`src/rtl/mips32_pkg.sv`:
```
// rtl/mips32_pkg.sv - shared MIPS32 core types and constants used by the memory arbiter
package mips32_pkg;

  localparam int MIPS32_ADDR_W = 10;
  localparam int MIPS32_DATA_W = 32;

  localparam logic [5:0] MIPS32_OP_HLT = 6'h3f;

  typedef enum logic [1:0] {
    OWN_NONE  = 2'd0,
    OWN_IF_RD = 2'd1,
    OWN_DM_RD = 2'd2
  } owner_e;

endpackage

```
`src/rtl/mips32_starve_ctr.sv`:
```
// rtl/mips32_starve_ctr.sv - saturating count of consecutive lost IF arbitrations, with force flag
module mips32_starve_ctr #(
  parameter int LIMIT = 3,
  parameter int CNT_W = 4
) (
  input  logic clk1,
  input  logic rst_n,
  input  logic i_lose,
  output logic o_force
);

  localparam logic [CNT_W-1:0] LIM = CNT_W'(LIMIT);

  logic [CNT_W-1:0] r_cnt;

  // Any cycle IF does not lose (granted or not requesting) restarts the wait.
  always_ff @(posedge clk1 or negedge rst_n) begin
    if (!rst_n) begin
      r_cnt <= '0;
    end else if (!i_lose) begin
      r_cnt <= '0;
    end else if (r_cnt != LIM) begin
      r_cnt <= r_cnt + CNT_W'(1);
    end
  end

  assign o_force = (r_cnt == LIM);

endmodule

```
`src/rtl/mips32_mem_arbiter.sv`:
```
// rtl/mips32_mem_arbiter.sv - IF/DM single-port memory arbiter, DM priority with IF starvation guard (opt. MIPS32_ARB_STATS_EN)
module mips32_mem_arbiter
  import mips32_pkg::*;
#(
  parameter int ADDR_W       = MIPS32_ADDR_W,
  parameter int DATA_W       = MIPS32_DATA_W,
  parameter int STARVE_LIMIT = 3
) (
  input  logic              clk1,
  input  logic              rst_n,
  input  logic              halted,
  input  logic              if_req,
  input  logic [ADDR_W-1:0] if_addr,
  output logic              if_gnt,
  output logic              if_rvalid,
  output logic [DATA_W-1:0] if_rdata,
  input  logic              dm_req,
  input  logic              dm_we,
  input  logic [ADDR_W-1:0] dm_addr,
  input  logic [DATA_W-1:0] dm_wdata,
  output logic              dm_gnt,
  output logic              dm_rvalid,
  output logic [DATA_W-1:0] dm_rdata,
  output logic              mem_en,
  output logic              mem_we,
  output logic [ADDR_W-1:0] mem_addr,
  output logic [DATA_W-1:0] mem_wdata,
  input  logic [DATA_W-1:0] mem_rdata
`ifdef MIPS32_ARB_STATS_EN
  ,
  output logic [15:0]       stat_if_grants,
  output logic [15:0]       stat_dm_grants,
  output logic [15:0]       stat_conflicts,
  output logic [15:0]       stat_forced
`endif
);

  logic              w_ifv;
  logic              w_force_if;
  logic              w_lose;
  owner_e            r_owner;
  owner_e            w_owner_nxt;
  logic [DATA_W-1:0] r_if_rdata;
  logic [DATA_W-1:0] r_dm_rdata;

  assign w_ifv  = if_req & ~halted;
  assign w_lose = w_ifv & ~if_gnt;

  mips32_starve_ctr #(
    .LIMIT (STARVE_LIMIT)
  ) u_starve (
    .clk1    (clk1),
    .rst_n   (rst_n),
    .i_lose  (w_lose),
    .o_force (w_force_if)
  );

  always_comb begin
    if_gnt    = w_ifv & (~dm_req | w_force_if);
    dm_gnt    = dm_req & ~if_gnt;
    mem_en    = if_gnt | dm_gnt;
    mem_we    = dm_gnt & dm_we;
    mem_addr  = if_gnt ? if_addr : dm_addr;
    mem_wdata = if_gnt ? '0 : dm_wdata;
  end

  // Stores complete at grant, so only reads claim the response slot.
  always_comb begin
    w_owner_nxt = OWN_NONE;
    if (if_gnt) begin
      w_owner_nxt = OWN_IF_RD;
    end else if (dm_gnt && !dm_we) begin
      w_owner_nxt = OWN_DM_RD;
    end
  end

  always_ff @(posedge clk1 or negedge rst_n) begin
    if (!rst_n) begin
      r_owner    <= OWN_NONE;
      r_if_rdata <= '0;
      r_dm_rdata <= '0;
    end else begin
      r_owner <= w_owner_nxt;
      if (r_owner == OWN_IF_RD) begin
        r_if_rdata <= mem_rdata;
      end
      if (r_owner == OWN_DM_RD) begin
        r_dm_rdata <= mem_rdata;
      end
    end
  end

  // Memory data arrives in the rvalid cycle; the register keeps it afterwards.
  assign if_rvalid = (r_owner == OWN_IF_RD);
  assign dm_rvalid = (r_owner == OWN_DM_RD);
  assign if_rdata  = if_rvalid ? mem_rdata : r_if_rdata;
  assign dm_rdata  = dm_rvalid ? mem_rdata : r_dm_rdata;

`ifdef MIPS32_ARB_STATS_EN
  always_ff @(posedge clk1 or negedge rst_n) begin
    if (!rst_n) begin
      stat_if_grants <= '0;
      stat_dm_grants <= '0;
      stat_conflicts <= '0;
      stat_forced    <= '0;
    end else begin
      if (if_gnt && stat_if_grants != 16'hffff) begin
        stat_if_grants <= stat_if_grants + 16'd1;
      end
      if (dm_gnt && stat_dm_grants != 16'hffff) begin
        stat_dm_grants <= stat_dm_grants + 16'd1;
      end
      if (w_ifv && dm_req && stat_conflicts != 16'hffff) begin
        stat_conflicts <= stat_conflicts + 16'd1;
      end
      if (w_force_if && dm_req && if_gnt && stat_forced != 16'hffff) begin
        stat_forced <= stat_forced + 16'd1;
      end
    end
  end
`endif

endmodule

```
`config.mk`:
```
export PLATFORM = sky130hd
export DESIGN_NAME = mips32_mem_arbiter
export DESIGN_NICKNAME = d
export VERILOG_FILES = /design/src/rtl/mips32_pkg.sv /design/src/rtl/mips32_starve_ctr.sv /design/src/rtl/mips32_mem_arbiter.sv
export SDC_FILE = /design/constraint.sdc
export NUM_CORES = 1
export LEC_CHECK = 0
export CAP_MARGIN = 20
export CORE_UTILIZATION = 40
export CTS_BUF_LIST = sky130_fd_sc_hd__clkbuf_8
export CTS_CLUSTER_DIAMETER = 200
export DETAILED_ROUTE_END_ITERATION = 7
export GPL_TIMING_DRIVEN = 1
export PLACE_DENSITY = 0.89
export REMOVE_ABC_BUFFERS = 1
export SLEW_MARGIN = 20
export SYNTH_ARGS = -nofsm -noshare
export SYNTH_HDL_FRONTEND = slang
export SYNTH_SLANG_ARGS = --single-unit
```
`constraint.sdc`:
```
create_clock -name clk1 -period 3 [get_ports clk1]
set_input_delay 0.6 -clock clk1 [delete_from_list [all_inputs] [get_ports clk1]]
set_output_delay 0.6 -clock clk1 [all_outputs]
set_load 0.01 [all_outputs]
```
==> flow_metrics.py, run 1 <==
metrics = {
    "run_status": {
        "status": "complete, no violations",
    },
    "logic_synthesis": {
        "synth.distinct_cells": 19,
        "synth_fa_ha_area_frac": 0.004188,
        "synth_compound_area_frac": 0.005444,
        "synth_top_family_by_area": "multiplexers",
        "netlist_area_um2": 2988,
        "synthCells": 209,
        "synth_xor_xnor_area_share": 0.005863,
        "synth_warnings": 0,
        "syn_area_per_cell_um2": 14.30,
        "synth.area.mux_share": 0.2789,
        "yosysSeqAreaShare": 0.5863,
        "synth_seq_cells": 70,
        "yosys.area_share.simple": 0.09590,
    },
    "sta": {
        "tns_ns": 0,
        "min_period_over_period": 0.9770,
        "hold_viol_final": 0,
        "setup_slack_ns": 0.06895,
        "finClkSkew_ns": 0.008778,
        "maxSlewViolCount": 0,
        "tightestPinTransition_ns": 0.7112,
        "setup_violations": 0,
        "relSlewSlack": 0.5258,
        "fmax_mhz": 341.2,
        "post-route-min-period_ns": 2.931,
    },
    "floorplan": {
        "die_area_um2": 7819,
        "start_util": 0.4119,
        "rows": 31,
        "dieHeight_um": 88.43,
        "chipWidth_um": 88.43,
        "core_um2": 7253,
        "ios": 202,
    },
    "worst_setup_path": {
        "start_kind": "flop",
        "worst_ep_arrival_time_ns": 2.33,
        "critPathTopFamily": "buffers and inverters",
        "critPathCaptureType": "output port",
        "cp_cell_sequence": "ha_2 -> or3b_4 -> a21oi_4 -> buf_4 -> buf_12 -> mux2_1 -> dlygate4sd2_1",
        "r2r_slack_ns": 1.23,
        "cp_max_fo": 11,
        "crit_required_ns": 2.40,
        "cpPeakStageDelay_ns": 0.40,
        "cp_slowest_cell": "or3b_4",
        "crit_type": "flop to output port",
        "worst-path-buf-inv": 3,
    },
    "global_routing": {
        "grt_max_degree": 40,
        "grt_antenna_before_repair": 0,
        "first_global_vias": 2591,
        "grt-ovfl-total": 0,
        "grt_pass1_wl_mm": 13.01,
        "grtUsageTotal": 0.2263,
    },
    "power": {
        "p_int_mw": 2.232,
        "power_switching_mw": 0.7705,
        "pwr-share-seq": 0.388,
        "leakage_nw": 2.396,
        "powerDensity_nw_per_um2": 549.6,
        "finalPower_mw": 3.002,
        "ir_worst_vdd_mv": 0.2904,
        "switching_share": 0.2567,
        "comb_power_share": 0.336,
        "p_clk_frac": 0.276,
    },
    "final_layout": {
        "nets": 514,
        "fillers": 489,
        "design_area_um2": 5463,
        "final_common_cell": "clkdlybuf4s50_1",
        "drive_gt1_frac": 0.2453,
        "area_delta_synth_final_pct": 82.83,
        "stdcell_count": 527,
        "antenna_cells": 0,
        "final_cell_mix": "169 x clkdlybuf4s50_1, 70 x mux2_2, 70 x dfrtp_1",
    },
    "placement": {
        "post-place-ws_ns": 0.06581,
        "placed_area_um2": 5181,
        "dpl.cell_count": 506,
        "gp_congestion": 0.8320,
        "portBuffers": 201,
        "hpwl_mm": 6.906,
    },
    "run": {
        "maxCapViolations": 0,
    },
    "clock_tree": {
        "clock-sinks": 70,
        "cts_tree": "built",
        "clk_path_buf_depth": 2,
        "root_buffer": "clkbuf_8",
        "cts_buffers": 9,
        "postCtsHoldBufs": 0,
        "clk_pin_slew_worst_paths_ns": 0.08,
        "htree_num_levels": 3,
        "clkLatencyLatePin_ns": 0.33,
    },
    "detailed_routing": {
        "num_vias": 2480,
        "drc": 0,
        "via_per_inst": 4.706,
        "postRouteAntennaNets": 0,
        "drt_iter0_markers": 41,
        "wire_per_inst_um": 16.44,
        "firstDrtPassIters": 3,
        "routed_wl_mm": 8.663,
    },
    "min_path": {
        "hp-class": "input pin to async pin",
    },
}
## Yosys cell counts, drive strengths merged
| cell | count | area share |
|---|---|---|
| nor2 | 1 | 0.0013 |
| ha | 1 | 0.0042 |
| a21oi | 1 | 0.0054 |
| nand2b | 3 | 0.0063 |
| clkbuf | 3 | 0.0038 |
| nor3b | 1 | 0.0025 |
| buf | 9 | 0.017 |
| inv | 2 | 0.0025 |
| or3b | 1 | 0.0038 |
| nor3 | 4 | 0.0067 |
| xnor2 | 1 | 0.0029 |
| dfrtp | 70 | 0.59 |
| xor2 | 1 | 0.0029 |
| mux2 | 74 | 0.28 |
| nor2b | 34 | 0.071 |
| nand3 | 1 | 0.0017 |
| nand2 | 2 | 0.0025 |
## state kept, by name, indices dropped and copies added, names as in the netlist
signal,cells
r_if_rdata,32
r_owner,2
r_dm_rdata,32
u_starve.r_cnt,4
## cells by family after synthesis
logic type                 count (synthesis)
muxes                                     74
buffers and inverters                     14
xor gates and xnor gates                   2
adders and majority gates                  1
DFF                                       70
and+or+nand+nor                           47
AOI/OAI and AO/OA                          1
## path summary, 6_finish.rpt
check,end,cells past startpoint,startpoint
hold reg to reg,r_dm_rdata[8],1,r_dm_rdata[8]
setup / recovery,mem_addr[6],7,u_starve.r_cnt[0]
setup reg to reg,r_owner[1],7,u_starve.r_cnt[0]
min in group clk1,r_dm_rdata[8],1,r_dm_rdata[8]
hold / removal,r_dm_rdata[22],1,rst_n
max in group asynchronous,r_if_rdata[29],2,rst_n
## per-stage QoR
| step | utilization | hold WS [ns] |
|---|---|---|
| 3_5_place_dp | 0.7143 | 0.4605 |
| 4_1_cts | 0.7476 | 0.3323 |
| 3_3_place_gp | 0.7143 | 0.4555 |
| 6_report | 0.7531 | 0.3160 |
| 2_1_floorplan | - | 0.3044 |
| 5_1_grt | 0.7531 | 0.3632 |
## power by group through the flow
stage          Combinational [mW]  Clock (mW)  Sequential (mW)
5_1_grt                      1.07       0.893             1.18
3_5_place_dp                 1.03           0             1.18
2_1_floorplan               0.390           0             1.16
4_1_cts                      1.02       0.849             1.17
3_3_place_gp                0.998           0             1.17
6_report                     1.01       0.829             1.16
## metal layers
| metal | routed length, um | part of all wire | global-route usage |
|---|---|---|---|
| met1 | 2975 | 0.34 | 0.2240 |
| met2 | 4659 | 0.54 | 0.4336 |
| met3 | 795 | 0.092 | 0.06530 |
| met4 | 233 | 0.027 | 0.1012 |
| met5 | 0 | 0 | 0 |
## cell type report
cell class	count	area (um^2)	area share
Inverter	2	7.507	0.001374
Multi-Input combinational cell	125	1176	0.2153
Clock inverter	6	83.83	0.01535
Sequential cell	70	1752	0.3207
Tap cell	99	123.9	0.02268
Clock buffer	10	137.6	0.02519
Timing Repair Buffer	215	2182	0.3994
## what timing repair did
action,CTS,global route
gates resized for setup,22,10
pin swaps,1,0
endpoints found under the setup margin,22,23
buffers inserted,2,2
gates cloned,1,0
Note: power is estimated with default switching activity, not from simulation.
==> inputs of run 2 (changes only) <==
--- a/config.mk
+++ b/config.mk
@@ -6,9 +6,9 @@
 export NUM_CORES = 1
 export LEC_CHECK = 0
 export CAP_MARGIN = 20
+export CORE_MARGIN = 4
 export CORE_UTILIZATION = 40
 export CTS_BUF_LIST = sky130_fd_sc_hd__clkbuf_8
-export CTS_CLUSTER_DIAMETER = 200
 export DETAILED_ROUTE_END_ITERATION = 7
 export GPL_TIMING_DRIVEN = 1
 export PLACE_DENSITY = 0.89
==> run 2 against run 1 <==
  * Via count shrank 0.20%
  * Core utilization shrank 0.85 points
  * Total power fell by 4.9%
  * Worst setup slack gained 0.021 ns
  * Sequential share of layout area rose by 0.36 points
  * Maximum frequency grew 0.71%
==> flow_metrics.py, run 2 (same netlist as run 1, synthesis figures left out) <==
metrics = {
    "run_status": {
        "status": "complete, no violations",
    },
    "final_layout": {
        "final_cell_mix": "156 x clkdlybuf4s50_1, 70 x mux2_2, 70 x dfrtp_1",
        "post-route-util": 0.7447,
        "antenna_cells": 0,
        "stdcell_count": 525,
        "reg.largest.list": "r_dm_rdata (32), r_if_rdata (32), u_starve.r_cnt (4)",
        "drive_gt1_frac": 0.2371,
        "final_common_cell": "clkdlybuf4s50_1",
        "area_delta_synth_final_pct": 80.78,
        "nets": 513,
    },
    "clock_tree": {
        "cts_tree": "built",
        "clk_pin_slew_worst_paths_ns": 0.06,
        "cts_buffers": 9,
        "clock-sinks": 70,
        "root_buffer": "clkbuf_8",
        "clkLatencyLatePin_ns": 0.33,
        "clk_path_buf_depth": 2,
        "htree_num_levels": 3,
    },
    "floorplan": {
        "dieHeight_um": 94.43,
        "ios": 202,
        "rows": 31,
        "core_um2": 7253,
        "chipWidth_um": 94.43,
        "die_area_um2": 8916,
        "start_util": 0.4119,
    },
    "placement": {
        "dpl.cell_count": 507,
        "hpwl_mm": 7.304,
        "gp_congestion": 0.7347,
        "post-place-ws_ns": 0.01807,
        "portBuffers": 201,
    },
    "power": {
        "comb_power_share": 0.352,
        "power_switching_mw": 0.7404,
        "switching_share": 0.2594,
        "leakage_nw": 2.437,
        "ir_worst_vdd_mv": 0.2590,
        "p_int_mw": 2.115,
        "pwr-share-seq": 0.408,
        "p_clk_frac": 0.240,
        "powerDensity_nw_per_um2": 528.6,
        "finalPower_mw": 2.855,
    },
    "detailed_routing": {
        "num_vias": 2475,
        "wire_per_inst_um": 17.48,
        "postRouteAntennaNets": 0,
        "drc": 0,
        "drt_iter0_markers": 50,
        "via_per_inst": 4.714,
        "routed_wl_mm": 9.177,
        "firstDrtPassIters": 4,
    },
    "worst_setup_path": {
        "critPathCaptureType": "output port",
        "cp_max_fo": 13,
        "cp_cell_sequence": "ha_2 -> or3b_4 -> a21oi_4 -> buf_12 -> buf_6 -> nor2b_1 -> clkdlybuf4s50_1",
        "crit_required_ns": 2.40,
        "r2r_slack_ns": 1.36,
        "setup.worst_path.start": "u_starve.r_cnt[0]",
        "crit_type": "flop to output port",
        "worst_ep_arrival_time_ns": 2.31,
        "cp_slowest_cell": "clkdlybuf4s50_1",
        "critPathTopFamily": "buffers and inverters",
        "start_kind": "flop",
        "cpPeakStageDelay_ns": 0.47,
        "worst-path-buf-inv": 3,
        "reg2reg_depth": 6,
        "reg2reg_from": "u_starve.r_cnt[0]",
        "r2r-end": "r_owner[1]",
    },
    "run": {
        "maxCapViolations": 0,
    },
    "sta": {
        "post-route-min-period_ns": 2.911,
        "min_period_over_period": 0.9702,
        "hold_viol_final": 0,
        "fmax_mhz": 343.6,
        "hold_ws_ns": 0.1856,
        "grt_setup_unrepaired": "false",
        "setup_violations": 0,
        "relSlewSlack": 0.7037,
        "maxSlewViolCount": 0,
        "setup_slack_ns": 0.08948,
        "finClkSkew_ns": 0.003102,
        "tightestPinTransition_ns": 0.4444,
    },
    "global_routing": {
        "grt-ovfl-total": 0,
        "grt_antenna_before_repair": 0,
        "first_global_vias": 2721,
        "grt_pass1_wl_mm": 13.80,
        "grtUsageTotal": 0.2034,
        "grt_max_degree": 34,
    },
    "min_path": {
        "hp-class": "input pin to async pin",
    },
}
## run 2: cell types whose count changed in the layout (fill, tap and decap cells not counted), sizes merged
cell / previous run / this run
clkdlybuf4s50: 169 / 156
dlygate4sd2: 22 / 30
dlymetal6s2s: 9 / 14
clkbuf: 10 / 13
clkinv: 3 / 0
bufinv: 2 / 0
buf: 14 / 13
inv: 3 / 4
## run 2: per-layer routing
metal,wire (um),GRT usage,part of all wire,vias to the layer above
li1,-,-,-,1134
met1,3304,0.2218,0.36,1189
met2,4810,0.3682,0.52,138
met3,907,0.07012,0.099,14
met4,155,0.06739,0.017,0
met5,0,0,0,-
## run 2: worst max-delay path by stage
stage          slack (ns)             to  cells after the start
2_1_floorplan       -0.01    dm_rdata[0]                      2
3_3_place_gp         0.05   mem_wdata[4]                      7
6_report             0.09  mem_wdata[20]                      7
5_1_grt            0.0008  mem_wdata[20]                      7
4_1_cts              0.01  mem_wdata[21]                      7
3_5_place_dp         0.02    mem_addr[6]                      6
## run 2: repair_timing
action	in CTS	in global routing
setup buffers	1	1
hold buffers	0	0
pin swaps	1	0
endpoints found under the setup margin	32	15
cloned	1	0
gates resized for setup	30	16
## run 2: through the flow
stage          TNS, ns  instance area [um^2]
6_report             0                  5401
5_1_grt              0                  5401
4_1_cts              0                  5353
3_5_place_dp         0                  5164
3_3_place_gp         0                  5164
2_1_floorplan  -0.4208                  2925
## run 2: power groups by stage
stage | combinational (mW) | clock (mW) | sequential (mW)
2_1_floorplan | 0.390 | 0 | 1.16
3_3_place_gp | 1.01 | 0 | 1.17
3_5_place_dp | 1.03 | 0 | 1.18
4_1_cts | 1.02 | 0.713 | 1.16
5_1_grt | 1.07 | 0.754 | 1.18
6_report | 1.00 | 0.687 | 1.16
## run 2: worst register-to-register path: cells and delay by family (launching register included)
| family | cells | cell delay, ns |
|---|---|---|
| simple gates | 2 | 0.46 |
| flops | 1 | 0.37 |
| buf+inv | 2 | 0.32 |
| fa+ha+maj | 1 | 0.20 |
| compound gates | 1 | 0.18 |
## run 2: final cells by class
type,count,area (um^2)
Clock buffer,13,178.9
Clock inverter,2,7.507
Fill cell,499,1852
Inverter,2,7.507
Multi-Input combinational cell,125,1176
Sequential cell,70,1752
Tap cell,99,123.9
Timing Repair Buffer,214,2156
==> inputs of run 3 (changes only) <==
--- a/config.mk
+++ b/config.mk
@@ -17,3 +17,4 @@
 export SYNTH_ARGS = -nofsm -noshare
 export SYNTH_HDL_FRONTEND = slang
 export SYNTH_SLANG_ARGS = --single-unit
+export TNS_END_PERCENT = 10
==> run 3 against run 2 <==
  * Maximum frequency shrank 0.58%
  * Critical path depth is the same
  * Clock skew shrank 0.00073 ns
  * Critical path type unchanged
==> flow_metrics.py, run 3 (same netlist as run 1, synthesis figures left out) <==
metrics = {
    "run_status": {
        "status": "complete, no violations",
    },
    "sta": {
        "hold_viol_final": 0,
        "grt_setup_unrepaired": "true",
        "tightestPinTransition_ns": 0.4475,
        "post-route-min-period_ns": 2.928,
        "hold_ws_ns": 0.1866,
        "tns_ns": 0,
        "setup_slack_ns": 0.07244,
        "fmax_mhz": 341.6,
        "setup_violations": 0,
        "maxSlewViolCount": 0,
        "min_period_over_period": 0.9759,
        "finClkSkew_ns": 0.002372,
        "relSlewSlack": 0.7016,
    },
    "floorplan": {
        "chipWidth_um": 94.43,
        "dieHeight_um": 94.43,
        "core_um2": 7253,
        "start_util": 0.4119,
        "die_area_um2": 8916,
        "ios": 202,
        "rows": 31,
    },
    "power": {
        "switching_share": 0.2594,
        "comb_power_share": 0.352,
        "power_switching_mw": 0.7406,
        "powerDensity_nw_per_um2": 528.9,
        "ir_worst_vdd_mv": 0.2578,
        "pwr-share-seq": 0.408,
        "p_int_mw": 2.115,
        "leakage_nw": 2.422,
        "p_clk_frac": 0.241,
    },
    "worst_setup_path": {
        "cpPeakStageDelay_ns": 0.47,
        "cp_cell_sequence": "ha_2 -> or3b_4 -> a21oi_4 -> buf_12 -> buf_4 -> nor2_1 -> clkdlybuf4s50_1",
        "reg2reg_from": "u_starve.r_cnt[0]",
        "cp_max_fo": 13,
        "cp_slowest_cell": "clkdlybuf4s50_1",
        "r2r-end": "r_owner[1]",
        "endpoint": "mem_we",
        "crit_type": "flop to output port",
        "worst_ep_arrival_time_ns": 2.33,
        "r2r_slack_ns": 1.36,
        "critPathCaptureType": "output port",
        "start_kind": "flop",
        "setup.worst_path.start": "u_starve.r_cnt[0]",
        "reg2reg_depth": 6,
        "crit_required_ns": 2.40,
    },
    "final_layout": {
        "drive_gt1_frac": 0.2371,
        "final_common_cell": "clkdlybuf4s50_1",
        "reg.largest.list": "r_dm_rdata (32), r_if_rdata (32), u_starve.r_cnt (4)",
        "nets": 513,
        "area_delta_synth_final_pct": 80.70,
        "fillers": 500,
        "final_cell_mix": "157 x clkdlybuf4s50_1, 70 x mux2_2, 70 x dfrtp_1",
        "stdcell_count": 525,
        "antenna_cells": 0,
    },
    "detailed_routing": {
        "via_per_inst": 4.710,
        "drt_iter0_markers": 51,
        "postRouteAntennaNets": 0,
        "drc": 0,
        "firstDrtPassIters": 4,
        "num_vias": 2473,
        "routed_wl_mm": 9.121,
        "wire_per_inst_um": 17.37,
    },
    "global_routing": {
        "grtUsageTotal": 0.2034,
        "grt_max_degree": 34,
        "grt-ovfl-total": 0,
        "first_global_vias": 2721,
        "grt_antenna_before_repair": 0,
        "grt_pass1_wl_mm": 13.80,
    },
    "run": {
        "maxCapViolations": 0,
    },
    "placement": {
        "portBuffers": 201,
        "hpwl_mm": 7.304,
        "dpl.cell_count": 507,
        "post-place-ws_ns": 0.01807,
        "gp_congestion": 0.7347,
    },
    "clock_tree": {
        "root_buffer": "clkbuf_8",
        "htree_num_levels": 3,
        "postCtsHoldBufs": 0,
        "clock-sinks": 70,
        "clkLatencyLatePin_ns": 0.32,
        "cts_buffers": 9,
        "clk_path_buf_depth": 2,
        "clk_pin_slew_worst_paths_ns": 0.06,
        "cts_tree": "built",
    },
    "min_path": {
        "hp-class": "input pin to async pin",
    },
}
==> run 3: power groups by stage <==
stage	combinational, mW	clock, mW	sequential [mW]
5_1_grt	1.07	0.754	1.18
3_3_place_gp	1.01	0	1.17
2_1_floorplan	0.390	0	1.16
3_5_place_dp	1.03	0	1.18
6_report	1.00	0.687	1.16
4_1_cts	1.02	0.713	1.16
==> run 3: metal layers <==
metal | up-vias | GRT usage | part of all wire
met2 | 141 | 0.3682 | 0.52
met5 | - | 0 | 0
met1 | 1183 | 0.2218 | 0.36
li1 | 1134 | - | -
met3 | 15 | 0.07012 | 0.10
met4 | 0 | 0.06739 | 0.017
==> run 3: critical path: cells and delay by family (launching register included) <==
kind	cells	cell delay, ns
fa+ha+maj	1	0.20
simple gates	2	0.45
flops	1	0.37
buf+inv	3	0.79
compound gates	1	0.18
==> run 3: timing repair <==
| action | CTS | global route |
|---|---|---|
| setup endpoints to repair | 32 | 15 |
| pin swaps | 1 | 0 |
| gates cloned | 1 | 0 |
| gates resized for setup | 30 | 15 |
| buffers inserted | 1 | 1 |
==> run 3: layout make-up <==
cell class	count	area (um^2)	share of cell area
flip-flops and latches	70	1752	0.3244
inverters	2	7.507	0.001390
multi-input cells	125	1176	0.2178
clock buffers	13	178.9	0.03314
well taps	99	123.9	0.02294
repair buffers	214	2153	0.3988
clock inverters	2	7.507	0.001390
==> run 3: stage by stage <==
stage | power, mW | util | instance area (um^2)
3_5_place_dp | 2.216 | 0.7119 | 5164
3_3_place_gp | 2.174 | 0.7119 | 5164
5_1_grt | 3.006 | 0.7444 | 5399
6_report | 2.855 | 0.7444 | 5399
2_1_floorplan | 1.550 | - | 2925
4_1_cts | 2.900 | 0.7380 | 5353
==> run 3: worst min path at each step <==
stage                 startpoint                end  slack (ns)  depth (start not counted)
4_1_cts                    rst_n      r_if_rdata[0]        0.18                          1
3_5_place_dp   u_starve.r_cnt[0]  u_starve.r_cnt[0]        0.46                          1
6_report                   rst_n      r_if_rdata[0]        0.19                          1
5_1_grt                    rst_n      r_if_rdata[0]        0.18                          1
3_3_place_gp   u_starve.r_cnt[0]  u_starve.r_cnt[0]        0.45                          1
2_1_floorplan              rst_n      r_dm_rdata[0]        0.30                          0
